--- src/rtl/pipe_ctrl_pkg.sv ---
// Shared types and constants for the pipeline stall/flush sequencer.
package pipe_ctrl_pkg;

  typedef enum logic [0:0] {
    RUN     = 1'b0,
    MD_BUSY = 1'b1
  } state_t;

  localparam logic [4:0] REG_ZERO = 5'd0;

endpackage

--- src/rtl/sat_counter.sv ---
// Free-running event counter that sticks at all-ones instead of wrapping.
module sat_counter #(
  parameter int W = 32
) (
  input  logic         clock,
  input  logic         reset,
  input  logic         inc,
  output logic [W-1:0] count
);

  logic [W-1:0] count_reg;

  always_ff @(posedge clock) begin
    if (!reset) begin
      count_reg <= '0;
    end else if (inc && (count_reg != {W{1'b1}})) begin
      count_reg <= count_reg + W'(1);
    end
  end

  assign count = count_reg;

endmodule

--- src/rtl/pipeline_ctrl.sv ---
// Stall/flush sequencer for the 5-stage core: load-use interlock, branch squash,
// mult/div occupancy with timeout, memory-wait freeze and perf counters.
module pipeline_ctrl
  import pipe_ctrl_pkg::*;
#(
  parameter int MD_TIMEOUT = 40,
  parameter int CNT_W      = 32
) (
  input  logic             clock,
  input  logic             reset,
  input  logic [4:0]       fd_rs,
  input  logic [4:0]       fd_rt,
  input  logic             fd_reads_rs,
  input  logic             fd_reads_rt,
  input  logic             dx_is_load,
  input  logic [4:0]       dx_rd,
  input  logic             x_branch_taken,
  input  logic             x_md_start,
  input  logic             x_md_is_div,
  input  logic             md_ready,
  input  logic             mem_wait,
  output logic             pc_en,
  output logic             fd_en,
  output logic             dx_en,
  output logic             xm_en,
  output logic             mw_en,
  output logic             fd_flush,
  output logic             dx_flush,
  output logic             xm_bubble,
  output logic             md_ctrl_mult,
  output logic             md_ctrl_div,
  output logic             md_result_valid,
  output logic             md_error,
  output logic [CNT_W-1:0] stall_cycles,
  output logic [CNT_W-1:0] flush_count
);

  localparam int MD_CNT_W = (MD_TIMEOUT < 1) ? 1 : $clog2(MD_TIMEOUT + 1);
  localparam logic [MD_CNT_W-1:0] MD_LIMIT = MD_CNT_W'(MD_TIMEOUT);

  state_t              state_reg, state_next;
  logic [MD_CNT_W-1:0] md_cnt_reg, md_cnt_next;
  logic                md_done_reg, md_done_next;
  logic                load_use;
  logic                md_seen;
  logic                md_exit;
  logic                stall_inc;
  logic                flush_inc;

  assign load_use = dx_is_load && (dx_rd != REG_ZERO) &&
                    ((fd_reads_rs && (fd_rs == dx_rd)) || (fd_reads_rt && (fd_rt == dx_rd)));

  // A ready pulse seen earlier (possibly while frozen) is as good as one seen now.
  assign md_seen = md_done_reg || md_ready;
  assign md_exit = (md_seen || (md_cnt_reg == MD_LIMIT)) && !mem_wait;

  always_comb begin
    pc_en           = 1'b0;
    fd_en           = 1'b0;
    dx_en           = 1'b0;
    xm_en           = 1'b0;
    mw_en           = 1'b0;
    fd_flush        = 1'b0;
    dx_flush        = 1'b0;
    xm_bubble       = 1'b0;
    md_ctrl_mult    = 1'b0;
    md_ctrl_div     = 1'b0;
    md_result_valid = 1'b0;
    md_error        = 1'b0;
    state_next      = state_reg;
    md_cnt_next     = md_cnt_reg;
    md_done_next    = md_done_reg;
    if (reset) begin
      case (state_reg)
        RUN: begin
          {pc_en, fd_en, dx_en, xm_en, mw_en} = 5'b11111;
          if (mem_wait) begin
            {pc_en, fd_en, dx_en, xm_en, mw_en} = 5'b00000;
          end else if (x_branch_taken) begin
            fd_flush = 1'b1;
            dx_flush = 1'b1;
          end else if (x_md_start) begin
            md_ctrl_div  = x_md_is_div;
            md_ctrl_mult = !x_md_is_div;
            pc_en        = 1'b0;
            fd_en        = 1'b0;
            dx_en        = 1'b0;
            xm_bubble    = 1'b1;
            state_next   = MD_BUSY;
            md_cnt_next  = '0;
            md_done_next = 1'b0;
          end else if (load_use) begin
            pc_en    = 1'b0;
            fd_en    = 1'b0;
            dx_flush = 1'b1;
          end
        end
        MD_BUSY: begin
          if (md_exit) begin
            {pc_en, fd_en, dx_en, xm_en, mw_en} = 5'b11111;
            md_result_valid = 1'b1;
            md_error        = !md_seen;
            state_next      = RUN;
            md_cnt_next     = '0;
            md_done_next    = 1'b0;
          end else begin
            xm_bubble    = 1'b1;
            xm_en        = !mem_wait;
            mw_en        = !mem_wait;
            md_done_next = md_seen;
            // Parks at the limit so a long mem_wait cannot wrap it.
            if (md_cnt_reg != MD_LIMIT) begin
              md_cnt_next = md_cnt_reg + MD_CNT_W'(1);
            end
          end
        end
        default: state_next = RUN;
      endcase
    end
  end

  always_ff @(posedge clock) begin
    if (!reset) begin
      state_reg   <= RUN;
      md_cnt_reg  <= '0;
      md_done_reg <= 1'b0;
    end else begin
      state_reg   <= state_next;
      md_cnt_reg  <= md_cnt_next;
      md_done_reg <= md_done_next;
    end
  end

  assign stall_inc = reset && !pc_en;
  assign flush_inc = reset && fd_flush;

  sat_counter #(.W(CNT_W)) u_stall_cnt (
    .clock (clock),
    .reset (reset),
    .inc   (stall_inc),
    .count (stall_cycles)
  );

  sat_counter #(.W(CNT_W)) u_flush_cnt (
    .clock (clock),
    .reset (reset),
    .inc   (flush_inc),
    .count (flush_count)
  );

endmodule

--- config.mk ---
export PLATFORM = sky130hd
export DESIGN_NAME = pipeline_ctrl
export DESIGN_NICKNAME = d
export VERILOG_FILES = /design/src/rtl/pipe_ctrl_pkg.sv /design/src/rtl/sat_counter.sv /design/src/rtl/pipeline_ctrl.sv
export SDC_FILE = /design/constraint.sdc
export NUM_CORES = 1
export LEC_CHECK = 0
export BUFFER_PORTS_ARGS = -buffer_cell sky130_fd_sc_hd__buf_2
export CORE_UTILIZATION = 35
export CTS_CLUSTER_SIZE = 24
export DETAILED_ROUTE_END_ITERATION = 12
export GPL_ROUTABILITY_DRIVEN = 0
export PLACE_DENSITY_LB_ADDON = 0.3
export SLEW_MARGIN = 20
export SYNTH_ARGS = -nofsm -noshare
export SYNTH_HDL_FRONTEND = slang
export SYNTH_SLANG_ARGS = --single-unit
--- constraint.sdc ---
create_clock -name clock -period 3.2 [get_ports clock]
set_clock_uncertainty 0.2 [all_clocks]
set_input_delay 0 -clock clock [delete_from_list [all_inputs] [get_ports clock]]
set_output_delay 0 -clock clock [all_outputs]
set_load 0.005 [all_outputs]
# Word level (Yosys, flattened, before mapping)
# Cells that the tools add are included.
[op_classes] addsub=3 multipliers=0 n_div=0 order_cmp=0 eq_ne=10 shifts=0 n_mux=58 bitwise=1 reduce_logical=19
[ops] op="$add A32 B1 Y32 const B" n=2
[ops] op="$ne A32 B32 Y1 const B" n=2
[ops] op="$mux W1" n=47
[ops] op="$mux W6" n=5
[ops] op="$pmux W6 S2" n=1
[ops] op="$eq A5 B5 Y1" n=2
[ops] op="$pmux W1 S2" n=5
[ops] op="$logic_and A1 B1 Y1" n=9
[ops] op="$add A6 B1 Y6 const B" n=1
[ops] op="$eq A6 B6 Y1 const B" n=1
[ops] op="$ne A2 B2 Y1 const B" n=3
[ops] op="$ne A6 B6 Y1 const B" n=1
[ops] op="$reduce_bool A5 Y1" n=1
[ops] op="$logic_not A1 Y1" n=4
[ops] op="$reduce_and A4 Y1" n=1
[ops] op="$logic_or A1 B1 Y1" n=3
[ops] op="$ne A3 B1 Y1 const B" n=1
[ops] op="$reduce_and A3 Y1" n=1
[ops] op="$not A1 Y1" n=1
[word_totals] reg_bits=72 latch_bits=0 mem_bits_rw=0 romBits=0 inputBits=25 output_inout_bits=76 memories=0

# Logic depth before layout (Yosys ltp)
[logic_depth] word_depth=13 depth_mapped=11

# Modules after synthesis
# From an unflattened synthesis, not the netlist that was laid out.
[unflattened] hier_cells=487 hier_area_um2=4008.8
[modules_own_cells] module="sat_counter at u_flush_cnt" instances=1 cells_each=200 area_each_um2=1704.1
[modules_own_cells] module="sat_counter at u_stall_cnt" instances=1 cells_each=197 area_each_um2=1635.3
[modules_own_cells] module="pipeline_ctrl" instances=1 cells_each=90 area_each_um2=669.4

# Worst setup path after synthesis
# No wires, ideal clock.
[synth_timing] path_kind="reg-to-reg" from="reg u_flush_cnt.count_reg[13], in the netlist u_flush_cnt.count[13]" to="reg u_flush_cnt.count_reg[31], in the netlist u_flush_cnt.count[31]" t_arrival_ns=2.252 required_ns=2.929 setup_slack_ns=0.677 stages_incl_launch_ff=7 path_buffers=0 cell_sequence="dfxtp_1 -> nand4_2 -> or4_4 -> or3_4 -> or3_4 -> or3_1 -> a21oi_1"
[synth_between] elab_chain_len=2 elab_cells_between_ends=3 cone_classes="add/sub (1); eq/ne (1); reduce/logical (1)"
[synth_lines] element="start, declared" line_no="sat_counter.sv:11" source="logic [W-1:0] count_reg;"
[synth_lines] element="start signal, assigned" line_no="sat_counter.sv:17" source="count_reg <= count_reg + W'(1);"
[synth_lines] element="branches (longest 2 deep; another with $add A32 B1 Y32)"
# Several ways; the timed one is not identified.
# A chain may end at the register's enable or synchronous reset.

# Worst setup path after layout
[layout_timing] from="reg u_stall_cnt.count_reg[3], in the netlist u_stall_cnt.count[3]" to="reg u_stall_cnt.count_reg[7], in the netlist u_stall_cnt.count[7]"
[layout_between] elab_chain_len=2 elab_cells_between_ends=3 cone_classes="add/sub (1); eq/ne (1); reduce/logical (1)"
[layout_lines] element="start, declared" line_no="sat_counter.sv:11"
[layout_lines] element="start signal, assigned" line_no="sat_counter.sv:17"
[layout_lines] element="branches (longest 2 deep; another with $add A32 B1 Y32)"
# Several ways; the timed one is not identified.

==> impl_metrics.env <==
export IMPL_status="finished, final reports clean"
export IMPL_finalSetupViolCount=0
export IMPL_clockBufferDepth=2
export IMPL_synth_net_count=478
export IMPL_std_cell_rows=36
export IMPL_port_buffer_count=100
export IMPL_fillCellCount=988
export IMPL_area_growth_pct=25.14
export IMPL_switching_share_pct=23.58
export IMPL_critPathTopFamily="simple AND/OR/NAND/NOR gates"
export IMPL_critPathArrivalTime_ns=2.86
export IMPL_grt_pass1_wl_um=14590
export IMPL_initial_utilization_pct=36.65
export IMPL_cts_tree="done"
export IMPL_cpPeakStageDelay_ns=0.69
export IMPL_async_flop_share_pct=0
export IMPL_combPwrFrac_pct=6.2
export IMPL_path_clk_slew_ns=0.08
export IMPL_worst_path_max_delay_cell="or4_1"
export IMPL_dieWidth_um=104.1
export IMPL_p_per_area_mw_per_mm2=400.3
export IMPL_final_common_cell="buf_2"
export IMPL_synth_edf_count=0
export IMPL_path_class="register to register"
export IMPL_post_layout_nonfiller_instances=692
export IMPL_drcViolationCount=0
export IMPL_timing_fmax_mhz=347.6
export IMPL_dp_worst_setup_slack_ns=0.2491
export IMPL_wl_per_cell_um=12.39
export IMPL_h_tree_depth=3
export IMPL_ios=101
export IMPL_placed_area_mm2=0.004258
export IMPL_syn_area_per_cell_um2=8.126
export IMPL_internal_power_w=0.001397
export IMPL_cts_made_buffers=9
export IMPL_slew_violations=0
export IMPL_globalRouteTotalUtil_pct=16.25
export IMPL_cap_viol_max_count=0
export IMPL_p_seq_share_pct=49.8
export IMPL_dpl_cell_count=667
export IMPL_setup_tns_ns=0
export IMPL_grt_remaining_overflow=0
export IMPL_dp_hpwl_um=6235
export IMPL_ant_nets=0
export IMPL_p_sw_w=0.0004309
export IMPL_finish_utilization_pct=45.86
export IMPL_endpoint_kind="register"
export IMPL_ctsRootBufferMaster="clkbuf_8"
export IMPL_netlist_instances=449
export IMPL_clock_sinks=72
export IMPL_synth_warning_count=0
export IMPL_antenna_found_initial=0
export IMPL_die_y_um=104.1
export IMPL_layout_common_cells="buf_2, dfxtp_1, nor2_1, nand2_1, xor2_1"
export IMPL_finalInstanceArea_mm2=0.004566
export IMPL_grt_max_degree=60
export IMPL_drt_wl_total_um=8574
export IMPL_slew_headroom_pct=32.04
export IMPL_drt_initial_drc_count=126
export IMPL_min_path_type="input port to primary output"
export IMPL_crit_fanout=13
export IMPL_critPathBufInv=1
export IMPL_synth_flop_cell="dfxtp_1"
export IMPL_finalNetCount=583
export IMPL_num_vias=3500
export IMPL_period_needed_ns=2.877
export IMPL_multiInputGateArea_mm2=0.002063
export IMPL_crit_required_ns=3.18
export IMPL_leakage_nw=1.870
export IMPL_seq_area_frac_synth_pct=39.51
export IMPL_synth_seq_cells=72
export IMPL_core_mm2=0.009955
export IMPL_drive_above_1_share_pct=24.15
export IMPL_p_clk_share_pct=44.1
export IMPL_netlist_area_mm2=0.003648
export IMPL_setup_ws_ns=0.3233
export IMPL_register_area_mm2=0.001441
export IMPL_viasPerCell=5.058
export IMPL_clock_latency_ns=0.34
export IMPL_firstDrtPassIters=4
export IMPL_n_antenna_cell=0
export IMPL_ys_types=47
export IMPL_min_period_over_period_pct=89.90
export IMPL_worstMarginPinSlew_ns=1.018
export IMPL_ir_drop_uv=303.3
export IMPL_crit_path_start_kind="register"
export IMPL_grt_setup_unrepaired="false"
export IMPL_dieArea_mm2=0.01084
export IMPL_first_global_vias=3187
export IMPL_finalHoldViolations=0
export IMPL_path_cells="nand4_2 -> nor4_1 -> inv_1 -> or4_1 -> nand3_1 -> or3_1 -> a21oi_1"
layout make-up:
cell class | instances | area share, %
inverters | 15 | 1.233
multi-input cells | 343 | 45.19
flip-flops and latches | 72 | 31.57
clock buffers | 9 | 2.713
well taps | 133 | 3.645
clock inverters | 7 | 2.220
repair buffers | 113 | 13.43
final timing paths:
kind                               from               endpoint  slack [ns]  cells after the start
setup reg to reg   u_stall_cnt.count[3]   u_stall_cnt.count[7]        0.32                      7
setup / recovery   u_stall_cnt.count[3]   u_stall_cnt.count[7]        0.32                      7
hold / removal              x_md_is_div           md_ctrl_mult        0.03                      3
hold reg to reg   u_stall_cnt.count[10]  u_stall_cnt.count[10]        0.30                      2
per-layer routing:
metal | vias up | wire length, µm | GRT usage, %
met5 | - | 0 | 0
met3 | 12 | 353 | 4.637
met4 | 0 | 147 | 5.204
met1 | 1623 | 3902 | 19.60
li1 | 1782 | - | -
met2 | 83 | 4171 | 27.71
tightest hold or removal path: cells and delay by family:
family        cells  cell delay [ns]
simple gates      1             0.04
buf+inv           2             0.19
synth_stat cells (4+ instances only):
library cell / number / area (µm²)
nand2b_1: 4 / 25.02
o21a_1: 4 / 30.03
nor4_1: 5 / 31.28
clkbuf_1: 10 / 37.54
ha_1: 4 / 50.05
nor3_1: 8 / 40.04
nor2_1: 52 / 195.2
inv_1: 14 / 52.55
a21oi_1: 24 / 120.1
xnor2_1: 24 / 210.2
buf_2: 6 / 30.03
or4_1: 6 / 45.04
nand4_1: 23 / 143.9
xor2_1: 25 / 219.0
or3_1: 16 / 100.1
nand3_1: 22 / 110.1
o31ai_1: 4 / 30.03
dfxtp_1: 72 / 1441
nand2_1: 44 / 165.2
mux2i_1: 4 / 40.04
and2_1: 6 / 37.54
nor2b_1: 4 / 25.02
o21ai_0: 24 / 120.1
and3_1: 12 / 75.07
stage by stage:
step	total power (W)	hold WS [ns]
final	0.001828	0.03432
after global routing	0.001917	0.05687
after floorplan	0.0009961	-0.1689
after CTS	0.001863	0.03885
after detailed placement	0.001040	0.03806
after global placement	0.001038	0.03310
power by group through the flow:
stage                     combinational [W]  sequential (W)  clock [W]
after CTS                          0.000114        0.000909   0.000840
after global routing               0.000126        0.000911   0.000880
after floorplan                   0.0000675        0.000929          0
after global placement             0.000108        0.000930          0
after detailed placement           0.000109        0.000931          0
final                              0.000113        0.000909   0.000806
logic make-up after synthesis:
logic type / share of synthesized area, %
simple gates: 31.86
flops: 39.51
compound gates: 10.46
xor+xnor: 11.76
mux: 1.097
fa+ha+maj: 1.372
buf+inv: 3.944
what timing repair did:
action                                 4_1_cts  5_1_grt
endpoints found under the hold margin       16        0
hold buffers                                 6        0
buffers inserted                             0        3
setup endpoints to repair                    0        8
resized for setup                            0        0
Power figures use the tool's default switching activity.
